$ cat src/rtl/decode_fifo.sv
// -----------------------------------------------------------------------------
// decode_fifo
//   Buffers words from the decode register stage in a DEPTH-entry
//   first-word-fall-through FIFO. The FIFO drains to the next block over a
//   valid/ready handshake. If a word arrives while the FIFO is full, it is
//   dropped and counted, so the decoder is never stalled.
//
// Ports
//   slowClk    in   clock; all state updates on posedge
//   reset      in   asynchronous reset, active low
//   inValid    in   dataIn carries a new decoded word
//   dataIn     in   decoded word
//   inReady    out  FIFO accepts a word this cycle
//   outValid   out  dataOut holds the head entry
//   outReady   in   consumer takes dataOut this cycle
//   dataOut    out  head entry, '0 when empty
//   count      out  occupancy, 0..DEPTH
//   dropCount  out  words lost to overflow, saturating
// -----------------------------------------------------------------------------
module decode_fifo #(
  parameter int DATA_WIDTH = 4,
  parameter int DEPTH      = 4,
  parameter int DROP_WIDTH = 8
) (
  input  logic                       slowClk,
  input  logic                       reset,
  input  logic                       inValid,
  input  logic [DATA_WIDTH-1:0]      dataIn,
  output logic                       inReady,
  output logic                       outValid,
  input  logic                       outReady,
  output logic [DATA_WIDTH-1:0]      dataOut,
  output logic [$clog2(DEPTH):0]     count,
  output logic [DROP_WIDTH-1:0]      dropCount
);

  localparam int AW = $clog2(DEPTH);
  localparam int CW = AW + 1;

  logic [AW-1:0]         wr_ptr_q, wr_ptr_d;
  logic [AW-1:0]         rd_ptr_q, rd_ptr_d;
  logic [CW-1:0]         count_q,  count_d;
  logic [DROP_WIDTH-1:0] drop_q,   drop_d;
  logic                  ready_q,  ready_d;
  logic [DATA_WIDTH-1:0] mem_q [DEPTH];

  logic full, empty, in_ready, out_valid, push, pop, drop;

  always_comb begin
    full      = (count_q == CW'(DEPTH));
    empty     = (count_q == '0);
    in_ready  = ready_q & ~full;
    out_valid = ~empty;
    push      = inValid & in_ready;
    pop       = out_valid & outReady;
    // A word that arrives while full is lost; there is no bypass through a
    // slot freed by a same-cycle pop.
    drop      = inValid & ready_q & full;

    wr_ptr_d = wr_ptr_q;
    rd_ptr_d = rd_ptr_q;
    count_d  = count_q;
    drop_d   = drop_q;
    // The ready flag goes high on the first edge after reset is released.
    ready_d  = 1'b1;

    // The pointers are AW bits wide, so they wrap modulo DEPTH on their own.
    if (push) wr_ptr_d = wr_ptr_q + AW'(1);
    if (pop)  rd_ptr_d = rd_ptr_q + AW'(1);

    case ({push, pop})
      2'b10:   count_d = count_q + CW'(1);
      2'b01:   count_d = count_q - CW'(1);
      default: count_d = count_q;
    endcase

    if (drop && (drop_q != '1)) drop_d = drop_q + DROP_WIDTH'(1);
  end

  // NOTE: sequential state uses non-blocking assignments only. Then every flop
  // samples the values from before the edge, whatever order the blocks run in.
  always_ff @(posedge slowClk or negedge reset) begin
    if (!reset) begin
      wr_ptr_q <= '0;
      rd_ptr_q <= '0;
      count_q  <= '0;
      drop_q   <= '0;
      ready_q  <= 1'b0;
    end else begin
      wr_ptr_q <= wr_ptr_d;
      rd_ptr_q <= rd_ptr_d;
      count_q  <= count_d;
      drop_q   <= drop_d;
      ready_q  <= ready_d;
    end
  end

  // NOTE: the storage array has no reset. The count and pointers decide which
  // entries are valid, so stale contents are never seen. Leaving the reset off
  // also lets synthesis map the array onto plain registers or RAM.
  always_ff @(posedge slowClk) begin
    if (push) mem_q[wr_ptr_q] <= dataIn;
  end

  // dataOut is read from registered storage, so no combinational path runs
  // from dataIn to dataOut. A pushed word becomes visible the cycle after it
  // is written.
  always_comb begin
    inReady   = in_ready;
    outValid  = out_valid;
    dataOut   = out_valid ? mem_q[rd_ptr_q] : '0;
    count     = count_q;
    dropCount = drop_q;
  end

endmodule
$ cat config.mk
export PLATFORM = sky130hd
export DESIGN_NAME = decode_fifo
export DESIGN_NICKNAME = d
export VERILOG_FILES = /design/src/rtl/decode_fifo.sv
export SDC_FILE = /design/constraint.sdc
export NUM_CORES = 1
export LEC_CHECK = 0
export ABC_CLOCK_PERIOD_IN_PS = 2230
export CORE_UTILIZATION = 50
export CTS_BUF_LIST = sky130_fd_sc_hd__clkbuf_16
export CTS_CLUSTER_SIZE = 28
export DETAILED_ROUTE_END_ITERATION = 6
export PLACE_DENSITY_LB_ADDON = 0.25
export RECOVER_POWER = 50
export SYNTH_ARGS = -nofsm -noshare
export SYNTH_HDL_FRONTEND = slang
export SYNTH_SLANG_ARGS = --single-unit
$ cat constraint.sdc
create_clock -name slowClk -period 2.23 [get_ports slowClk]
set_input_delay 0.446 -clock slowClk [delete_from_list [all_inputs] [get_ports slowClk]]
set_output_delay 0.446 -clock slowClk [all_outputs]
set_load 0.05 [all_outputs]
==> key figures, run 1 <==
Worst setup path
  • CP Launch Type: register
  • FF-to-FF End: count[2]
  • CP Capture Type: primary output
  • Worst reg2reg path depth: 10
  • CP Launch Point: rd_ptr_q[0]
  • CP required: 1.78 ns
  • Worst Path Max Fanout: 6
  • Slack of the worst reg-to-reg path: 0.19 ns
  • Worst Path Arrival: 1.70 ns
  • Critical setup path kind: reg2out
  • Worst reg2reg startpoint: count[0]

Power and ir drop
  • Leak: 0.768 nW
  • Power density over the cells: 1420 nW/um^2
  • Max VDD drop: 1.26 mV

Worst hold path
  • Worst Hold Depth: 1
  • HP Start: count[2]
  • HP Class: reg2reg
  • Worst Hold End: count[2]

Placement
  • DPL Wire Length: 1780 um
  • # port buffers: 24
  • Global placement routability congestion: 0.735

STA
  • Worst Skew: 0.00467 ns
  • Max Slew Vio Count: 0
  • Final Cycle Share: 96.2%
  • Final count of negative-setup-slack endpoints: 0
  • Slew headroom: 40.7%
  • Final Hold Fails: 0
  • Setup TNS: 0 ns
  • Fin crit period: 2.15 ns
  • RSZ-0062 raised after global routing: false
  • Maximum clock rate: 466 MHz
  • Worst slew pin tran: 0.889 ns

Clocking
  • CTS Root Cell: clkbuf_16
  • Clock Tree Buf Depth: 2
  • CTS hold repair buffers: 0
  • Clock Latency Late Sink: 0.27 ns
  • TritonCTS clock tree: built
  • Post-cts sizing count: 2
  • Reg clk slew, reported paths: 0.05 ns
  • CTS Buf Count: 5
  • H-tree depth: 2
  • Setup bufs post-CTS: 0
  • CTS sink count: 32

Cells and area
  • Final core occ: 67.3%
  • # diodes: 0
  • Most common cell after layout, fill and taps aside: edfxtp_1
  • Number of fill cells: 213
  • Fraction of layout cells with a size suffix above 1: 17.4%
  • P&R area growth vs syn: 26.4%
  • Fin nets: 152
  • Most frequent cells in the layout: edfxtp_1, dfrtp_1, clkdlybuf4s50_1, and2_1, inv_1

Synth
  • Area share of the largest cell type after synthesis: 32.5%
  • Synth Warn #: 0
  • Sequential share of the synthesized area: 59.5%
  • Synth Register Bits: 32
  • Mapped Cells: 106
  • Post-Synthesis Net Count: 121
  • Top cells by area, synth: edfxtp_1, dfrtp_1, mux4_2
  • Distinct cells, synth: 27
  • Synthesized area per cell: 14.0 sq um
  • Post-Synthesis Cell Area: 1480 sq um
  • Largest area contributor in the netlist: edfxtp_1

Global routing
  • First-pass GRT wire length: 4220 um
  • Vias in the first global route: 903
  • Initial antenna violation count: 0
  • Gr usage total: 18.4%
  • Total global routing overflow: 0
  • Largest net degree at the start of global routing: 17

Drt
  • Metal1 wirelength: 1090 um
  • Routed WL per cell: 14.8 um
  • DRC: 0
  • Drt first pass iters: 4
  • DR WL met3: 102 um
  • Routed WL: 2500 um
  • Routed Antenna Nets: 0
  • Vias per inst: 5.27
  • 1st-iter DRT viols: 22
  • Routed via count: 891
  • Max Used Layer: met4
  • Total length of routed met2 wires: 1260 um

Floorplanning
  • Core area: 2780 sq um
  • I/O Pins: 25
  • Rows: 19
  • Die Height: 56.4 um
  • Initial Utilization: 53.2%
  • Die X: 56.4 um
  • Die area: 3180 sq um

Job
  • # Max-Cap Violations: 0

Status
  • Outcome: completed
[final cells by class]
cell class,instances,area (sq um),share of cell area (%)
inverters,7,26.3,1.40
multi-input cells,65,543,29.0
repair buffers,26,239,12.8
flip-flops and latches,32,883,47.2
well taps,31,38.8,2.07
clock buffers,5,125,6.69
clock inverters,3,15.0,0.803
[stage by stage]
step                instance area, sq um  hold WS, ns  total power, mW  instances  worst slack [ns]
floorplan                           1480        0.150             1.73        106            0.0732
global placement                    1750        0.500             2.03        161            0.0639
detailed placement                  1750        0.509             2.07        161           0.00975
CTS                                 1890        0.494             2.71        169            0.0530
global route                        1870        0.534             2.80        169            0.0109
finish                              1870        0.514             2.66        169            0.0849
[state kept, by name, indices dropped and copies added, names as in the netlist]
signal,count
ready_q,1
mem_q,16
wr_ptr_q,2
rd_ptr_q,2
dropCount,8
count,3
[cell usage after synthesis, drive strengths merged]
library cell and instances:
mux2 6, edfxtp 16, conb 1, fa 1, or3 1, nor2 6, nor3 4, xor2 6
dfrtp 16, xnor2 3, o31ai 1, o21ai 1, mux4 4, nand4 1, nand3 4, nand2 6
ha 6, mux2i 1, and2 10, nand2b 1, inv 7, and3 2, buf 2
[logic make-up (layout without fill, tap and decap cells)]
family | count (synthesis) | in the layout | synth area share, %
fa+ha+maj | 7 | 7 | 6.42
mux | 11 | 11 | 11.6
flops | 32 | 32 | 59.5
simple gates | 35 | 35 | 13.2
buf+inv | 9 | 41 | 2.87
compound gates | 2 | 2 | 0.845
xor+xnor | 9 | 9 | 5.33
other cells | 1 | 1 | 0.253
[critical path: stages (launching register included)]
cell and delay (ns):
dfrtp_1 0.53, mux4_2 0.54, and2_1 0.17, buf_4 0.18
[per-layer routing]
layer  vias up  GRT usage, %
li1        431             -
met1       433          23.2
met2        22          29.4
met3         5          5.53
met4         0          8.01
met5         -             0
[power breakdown]
part | switching [mW] | leakage [nW] | internal [mW]
logic | 0.684 | 0.355 | 0.436
registers | 0.147 | 0.345 | 0.759
clock network | 0.231 | 0.0687 | 0.404
total | 1.06 | 0.768 | 1.60
[worst max-delay path by stage]
| stage | endpoint | slack [ns] | cells past startpoint |
|---|---|---|---|
| finish | dataOut[1] | 0.08 | 3 |
| CTS | dataOut[1] | 0.05 | 3 |
| global route | dataOut[3] | 0.01 | 3 |
| floorplan | count[2] | 0.07 | 11 |
| detailed placement | count[2] | 0.01 | 9 |
| global placement | count[2] | 0.06 | 9 |
Power figures use the tool's default switching activity.
==> inputs of run 2 (changes only) <==
GPL_TIMING_DRIVEN = 0   (was default)
==> run 2 against run 1 <==
Effect of this change: utilization increased by 0.99 points; critical path type unchanged; setup slack got worse by 0.0028 ns; sequential power decreased by 2%; hold slack got worse by 0.0067 ns; non-clock buffer count increased by 2; sequential cell count unchanged; clock skew decreased by 0.00097 ns; largest cell class unchanged.
==> key figures, run 2 (synthesized netlist as in run 1, its figures left out) <==
Clocking
  • Reg clk slew, reported paths: 0.05 ns (about the same)
  • H-tree depth: 2 (unchanged)
  • CTS sink count: 32 (unchanged)
  • Clock Tree Buf Depth: 2 (unchanged)
  • CTS Root Cell: clkbuf_16 (unchanged)
  • Clock Latency Late Sink: 0.27 ns (about the same)
  • TritonCTS clock tree: built (unchanged)
  • CTS Buf Count: 5 (unchanged)
  • CTS hold repair buffers: 0 (unchanged)

Global routing
  • Grt peak-use layer: met2 (unchanged)
  • GR Layer Usage met2: 28.2% (was 29.4%)
  • Largest net degree at the start of global routing: 17 (unchanged)
  • Gr usage total: 17.0% (was 18.4%)
  • Met1 Use GR: 21.1% (was 23.2%)
  • Met3 usage: 5.76% (was 5.53%)
  • First-pass GRT wire length: 3950 um (was 4220 um)
  • Initial antenna violation count: 0 (unchanged)
  • Vias in the first global route: 884 (was 903)
  • Total global routing overflow: 0 (unchanged)

Worst hold path
  • Worst Hold Depth: 1 (unchanged)
  • HP Class: reg2reg (unchanged)
  • Worst Hold End: count[2] (unchanged)
  • HP Start: count[2] (unchanged)

Cells and area
  • P&R area growth vs syn: 28.2% (was 26.4%)
  • Non-Filler Instances: 171 (was 169)
  • Max reg flops: 16 (unchanged)
  • Number of fill cells: 203 (was 213)
  • Most flops, register: mem_q (unchanged)
  • Fin nets: 154 (was 152)
  • Most common cell after layout, fill and taps aside: edfxtp_1 (unchanged)
  • Final core occ: 68.2% (was 67.3%)
  • Finished layout cell area: 1900 sq um (was 1870 sq um)
  • Most frequent cells in the layout: edfxtp_1, dfrtp_1, clkdlybuf4s50_1, and2_1, inv_1 (unchanged)
  • # diodes: 0 (unchanged)
  • Fraction of layout cells with a size suffix above 1: 22.9% (was 17.4%)

Floorplanning
  • Initial Utilization: 53.2% (unchanged)
  • Die Height: 56.4 um (unchanged)
  • Die area: 3180 sq um (unchanged)
  • Die X: 56.4 um (unchanged)
  • I/O Pins: 25 (unchanged)
  • Rows: 19 (unchanged)
  • Core area: 2780 sq um (unchanged)

Worst setup path
  • Worst Path Max Fanout: 6 (unchanged)
  • CP required: 1.78 ns (about the same)
  • Critical setup path kind: reg2out (unchanged)
  • FF-to-FF End: count[2] (unchanged)
  • CP Launch Type: register (unchanged)
  • Worst reg2reg startpoint: count[1] (was count[0])
  • CP Capture Type: primary output (unchanged)
  • Slack of the worst reg-to-reg path: 0.11 ns (was 0.19 ns)
  • Worst reg2reg path depth: 11 (was 10)
  • Worst Path Arrival: 1.70 ns (about the same)

STA
  • Worst slew pin tran: 0.734 ns (was 0.889 ns)
  • Final count of negative-setup-slack endpoints: 0 (unchanged)
  • Min Hold Slack: 0.507 ns (was 0.514 ns)
  • Maximum clock rate: 466 MHz (about the same)
  • Fin crit period: 2.15 ns (about the same)
  • Final Hold Fails: 0 (unchanged)
  • Slack of the critical path: 0.0821 ns (was 0.0849 ns)
  • Final Cycle Share: 96.3% (was 96.2%)
  • Slew headroom: 50.9% (was 40.7%)
  • Max Slew Vio Count: 0 (unchanged)
  • Worst Skew: 0.00370 ns (was 0.00467 ns)

Placement
  • # port buffers: 24 (unchanged)
  • Post-placement cell area: 1760 sq um (was 1750 sq um)
  • Pre-CTS setup slack: -0.135 ns (was 0.00975 ns)
  • Global placement routability congestion: 0.757 (was 0.735)
  • DPL Wire Length: 1630 um (was 1780 um)
  • Inst Count DP: 161 (unchanged)

Job
  • # Max-Cap Violations: 0 (unchanged)

Power and ir drop
  • Max VDD drop: 1.13 mV (was 1.26 mV)
  • Leak: 0.781 nW (was 0.768 nW)
  • Power density over the cells: 1420 nW/um^2 (about the same)

Drt
  • Routed Antenna Nets: 0 (unchanged)
  • DRC: 0 (unchanged)
  • Drt first pass iters: 4 (unchanged)
  • Vias per inst: 5.29 (was 5.27)
  • Routed WL: 2420 um (was 2500 um)
  • Routed via count: 905 (was 891)
  • 1st-iter DRT viols: 35 (was 22)
  • Routed WL per cell: 14.2 um (was 14.8 um)

Status
  • Outcome: completed (unchanged)
==> run 2: cell count changes in the layout (fill, tap and decap cells not counted), sizes merged <==
| cell | before | now |
|---|---|---|
| buf | 5 | 7 |
| clkdlybuf4s50 | 12 | 13 |
| dlygate4sd3 | 6 | 5 |
| inv | 8 | 7 |
| clkinvlp | 1 | 0 |
| clkinv | 1 | 3 |
==> run 2: worst max-delay path, cell delays in order, from the launching register on <==
cell,delay [ns]
dfrtp_2,0.43
buf_4,0.15
or3_4,0.41
dlygate4sd2_1,0.44
==> run 2: worst max path at each step <==
stage | startpoint | endpoint | slack, ns | cells after the start
after floorplan | count[0] | count[2] | 0.07 | 11
after global placement | rd_ptr_q[0] | dataOut[2] | -0.11 | 4
after detailed placement | inValid | count[2] | -0.13 | 10
after CTS | rd_ptr_q[0] | dataOut[2] | -0.05 | 4
after global routing | count[1] | count[2] | -0.003 | 11
final | count[0] | outValid | 0.08 | 3
==> run 2: routing by layer <==
layer	wire [um]	share of wire, %	vias up
met5	0	0	-
met3	83	3.4	5
li1	-	-	432
met1	1060	44	450
met2	1260	52	18
met4	27	1.1	0
==> run 2: final cells by class <==
class	count	area [sq um]	share of cell area, %
tap	31	38.8	2.04
inverter	7	26.3	1.38
multi-input combinational	65	558	29.4
buffer	2	18.8	0.989
clock buffer	5	125	6.59
clock inverter	3	13.8	0.725
sequential	32	885	46.6
timing repair buffer	26	233	12.3
==> run 2: where the power goes <==
group / internal, mW / switching, mW
Clock: 0.404 / 0.219
Sequential: 0.761 / 0.128
Combinational: 0.456 / 0.722
Total: 1.62 / 1.07
==> run 2: per-stage QoR <==
step,TNS [ns],power [mW]
after global routing,-0.00305,2.83
after CTS,-0.0538,2.69
after global placement,-0.481,2.05
after floorplan,0,1.73
final,0,2.69
after detailed placement,-0.557,2.09
==> run 2: what timing repair did <==
action | CTS | global route
setup buffers | 0 | 2
gates resized for setup | 20 | 5
pin swaps | 0 | 2
setup endpoints to repair | 6 | 2
==> inputs of run 3 (changes only) <==
ABC_CLOCK_PERIOD_IN_PS = 1850   (was 2230)
CORE_UTILIZATION = 47   (was 50)
clock period = 1.85 ns   (was 2.23 ns; I/O delays follow)
==> run 3 against run 2 <==
Effect of this change: the flow now finishes with violations (negative setup slack); register-to-register slack lost 0.16 ns; combinational power up 41%; critical path depth grew 1; global-route usage is 0.56 points higher; final area up 6.6%; via count up 2.3%; critical endpoint is now dataOut[0]; largest power group unchanged; highest routed layer unchanged.
==> key figures, run 3 (synthesized netlist as in run 1, its figures left out) <==
Clocking
  • CTS Root Cell: clkbuf_16 (unchanged)
  • Clock Tree Buf Depth: 2 (unchanged)
  • Clock Latency Late Sink: 0.27 ns (about the same)
  • CTS sink count: 32 (unchanged)
  • Reg clk slew, reported paths: 0.05 ns (about the same)
  • TritonCTS clock tree: built (unchanged)
  • H-tree depth: 2 (unchanged)
  • CTS Buf Count: 5 (unchanged)
  • CTS hold repair buffers: 0 (unchanged)

Worst setup path
  • CP Capture Type: primary output (unchanged)
  • CP Launch Type: register (unchanged)
  • Worst Path Arrival: 1.56 ns (was 1.70 ns)
  • Critical setup path kind: reg2out (unchanged)
  • CP required: 1.48 ns (was 1.78 ns)
  • Worst Path Max Fanout: 5 (was 6)
  • Worst reg2reg path depth: 8 (was 11)

Cells and area
  • P&R area growth vs syn: 36.7% (was 28.2%)
  • Most flops, register: mem_q (unchanged)
  • Multi-input logic area: 594 sq um (was 558 sq um)
  • # diodes: 0 (unchanged)
  • Fin nets: 160 (was 154)
  • Most common cell after layout, fill and taps aside: edfxtp_1 (unchanged)
  • Max reg flops: 16 (unchanged)
  • Finished layout cell area: 2020 sq um (was 1900 sq um)
  • Fraction of layout cells with a size suffix above 1: 32.9% (was 22.9%)
  • Sequential Area: 885 sq um (unchanged)
  • Number of fill cells: 213 (was 203)
  • Most frequent cells in the layout: edfxtp_1, dfrtp_1, dlygate4sd2_1, buf_4, inv_1 (was edfxtp_1, dfrtp_1, clkdlybuf4s50_1, and2_1, inv_1)

Floorplanning
  • Core area: 3030 sq um (was 2780 sq um)
  • Die X: 58.1 um (was 56.4 um)
  • Rows: 20 (was 19)
  • I/O Pins: 25 (unchanged)
  • Initial Utilization: 48.9% (was 53.2%)
  • Die Height: 58.1 um (was 56.4 um)
  • Die area: 3380 sq um (was 3180 sq um)

Worst hold path
  • HP Class: reg2reg (unchanged)
  • Worst Hold Depth: 1 (unchanged)

Placement
  • # port buffers: 24 (unchanged)
  • Global placement routability congestion: 0.849 (was 0.757)
  • DPL Wire Length: 1680 um (was 1630 um)
  • Post-placement cell area: 1790 sq um (was 1760 sq um)

Drt
  • Vias per inst: 4.87 (was 5.29)
  • Routed WL: 2450 um (was 2420 um)
  • 1st-iter DRT viols: 24 (was 35)
  • Drt first pass iters: 4 (unchanged)
  • Routed WL per cell: 12.9 um (was 14.2 um)
  • Routed Antenna Nets: 0 (unchanged)
  • Routed via count: 926 (was 905)
  • DRC: 0 (unchanged)

Global routing
  • Total global routing overflow: 0 (unchanged)
  • Gr usage total: 17.5% (was 17.0%)
  • First-pass GRT wire length: 4160 um (was 3950 um)
  • Vias in the first global route: 892 (was 884)
  • Largest net degree at the start of global routing: 17 (unchanged)
  • Initial antenna violation count: 0 (unchanged)

STA
  • Setup TNS: -0.319 ns (was 0 ns)
  • Final count of negative-setup-slack endpoints: 5 (was 0)
  • Final Hold Fails: 0 (unchanged)
  • Worst slew pin tran: 0.747 ns (was 0.734 ns)
  • Worst Skew: 0.00373 ns (was 0.00370 ns)
  • RSZ-0062 raised after global routing: true
  • Max Slew Vio Count: 0 (unchanged)
  • Final Cycle Share: 104%
  • Fin crit period: 1.93 ns
  • Slack of the critical path: -0.0757 ns (was 0.0821 ns)
  • Min Hold Slack: 0.504 ns (was 0.507 ns)
  • Maximum clock rate: 519 MHz
  • Slew headroom: 50.0% (was 50.9%)

Power and ir drop
  • Leak: 0.908 nW (was 0.781 nW)
  • Power density over the cells: 1720 nW/um^2 (was 1420 nW/um^2)
  • Max VDD drop: 1.06 mV (was 1.13 mV)

Status
  • Violated checks: negative setup slack
  • Outcome: complete, but fails checks (was completed)

Job
  • # Max-Cap Violations: 0 (unchanged)
## run 3: worst max-delay path, cell delays in order, from the launching register on
cell	delay, ns
dfrtp_2	0.43
or3_4	0.41
buf_12	0.14
and2_4	0.15
buf_8	0.14
## run 3: final timing paths
check | startpoint | end | slack [ns]
hold reg to reg | dropCount[0] | dropCount[0] | 0.50
setup / recovery | count[2] | dataOut[0] | -0.08
hold / removal | dropCount[0] | dropCount[0] | 0.50
max in group asynchronous | reset | count[2] | 0.73
min in group asynchronous | reset | count[0] | 0.61
setup reg to reg | count[2] | count[2] | -0.05
## run 3: per-stage QoR
| step | setup WS (ns) | cells | util (%) | power [mW] |
|---|---|---|---|---|
| 2_1_floorplan | -0.238 | 106 | - | 2.11 |
| 3_3_place_gp | -0.416 | 174 | 59.3 | 2.50 |
| 3_5_place_dp | -0.412 | 174 | 59.3 | 2.55 |
| 4_1_cts | -0.0951 | 186 | 64.8 | 3.38 |
| 5_1_grt | -0.128 | 190 | 66.8 | 3.68 |
| 6_report | -0.0757 | 190 | 66.8 | 3.48 |
## run 3: power by group
part,internal [mW],switching (mW),leakage (nW),total (mW)
clock network,0.482,0.269,0.0738,0.751
logic,0.740,0.922,0.491,1.66
registers,0.918,0.152,0.344,1.07
## run 3: cell type report
class | count | share of cell area, %
plain buffers | 1 | 0.557
flip-flops and latches | 32 | 43.7
clock buffers | 5 | 6.18
repair buffers | 33 | 15.5
well taps | 44 | 2.72
multi-input cells | 65 | 29.4
clock inverters | 3 | 0.557
inverters | 7 | 1.42
## run 3: routing by layer
| metal | GRT usage (%) | up-vias | wire length, um |
|---|---|---|---|
| met2 | 26.4 | 19 | 1210 |
| met4 | 9.18 | 0 | 51 |
| met3 | 6.03 | 5 | 103 |
| met5 | 0 | - | 0 |
| met1 | 22.5 | 459 | 1090 |
| li1 | - | 443 | - |
## run 3: timing repair
action	4_1_cts	5_1_grt
pin swaps	8	7
endpoints found under the setup margin	16	9
gates resized for setup	48	10
buffers inserted	5	4
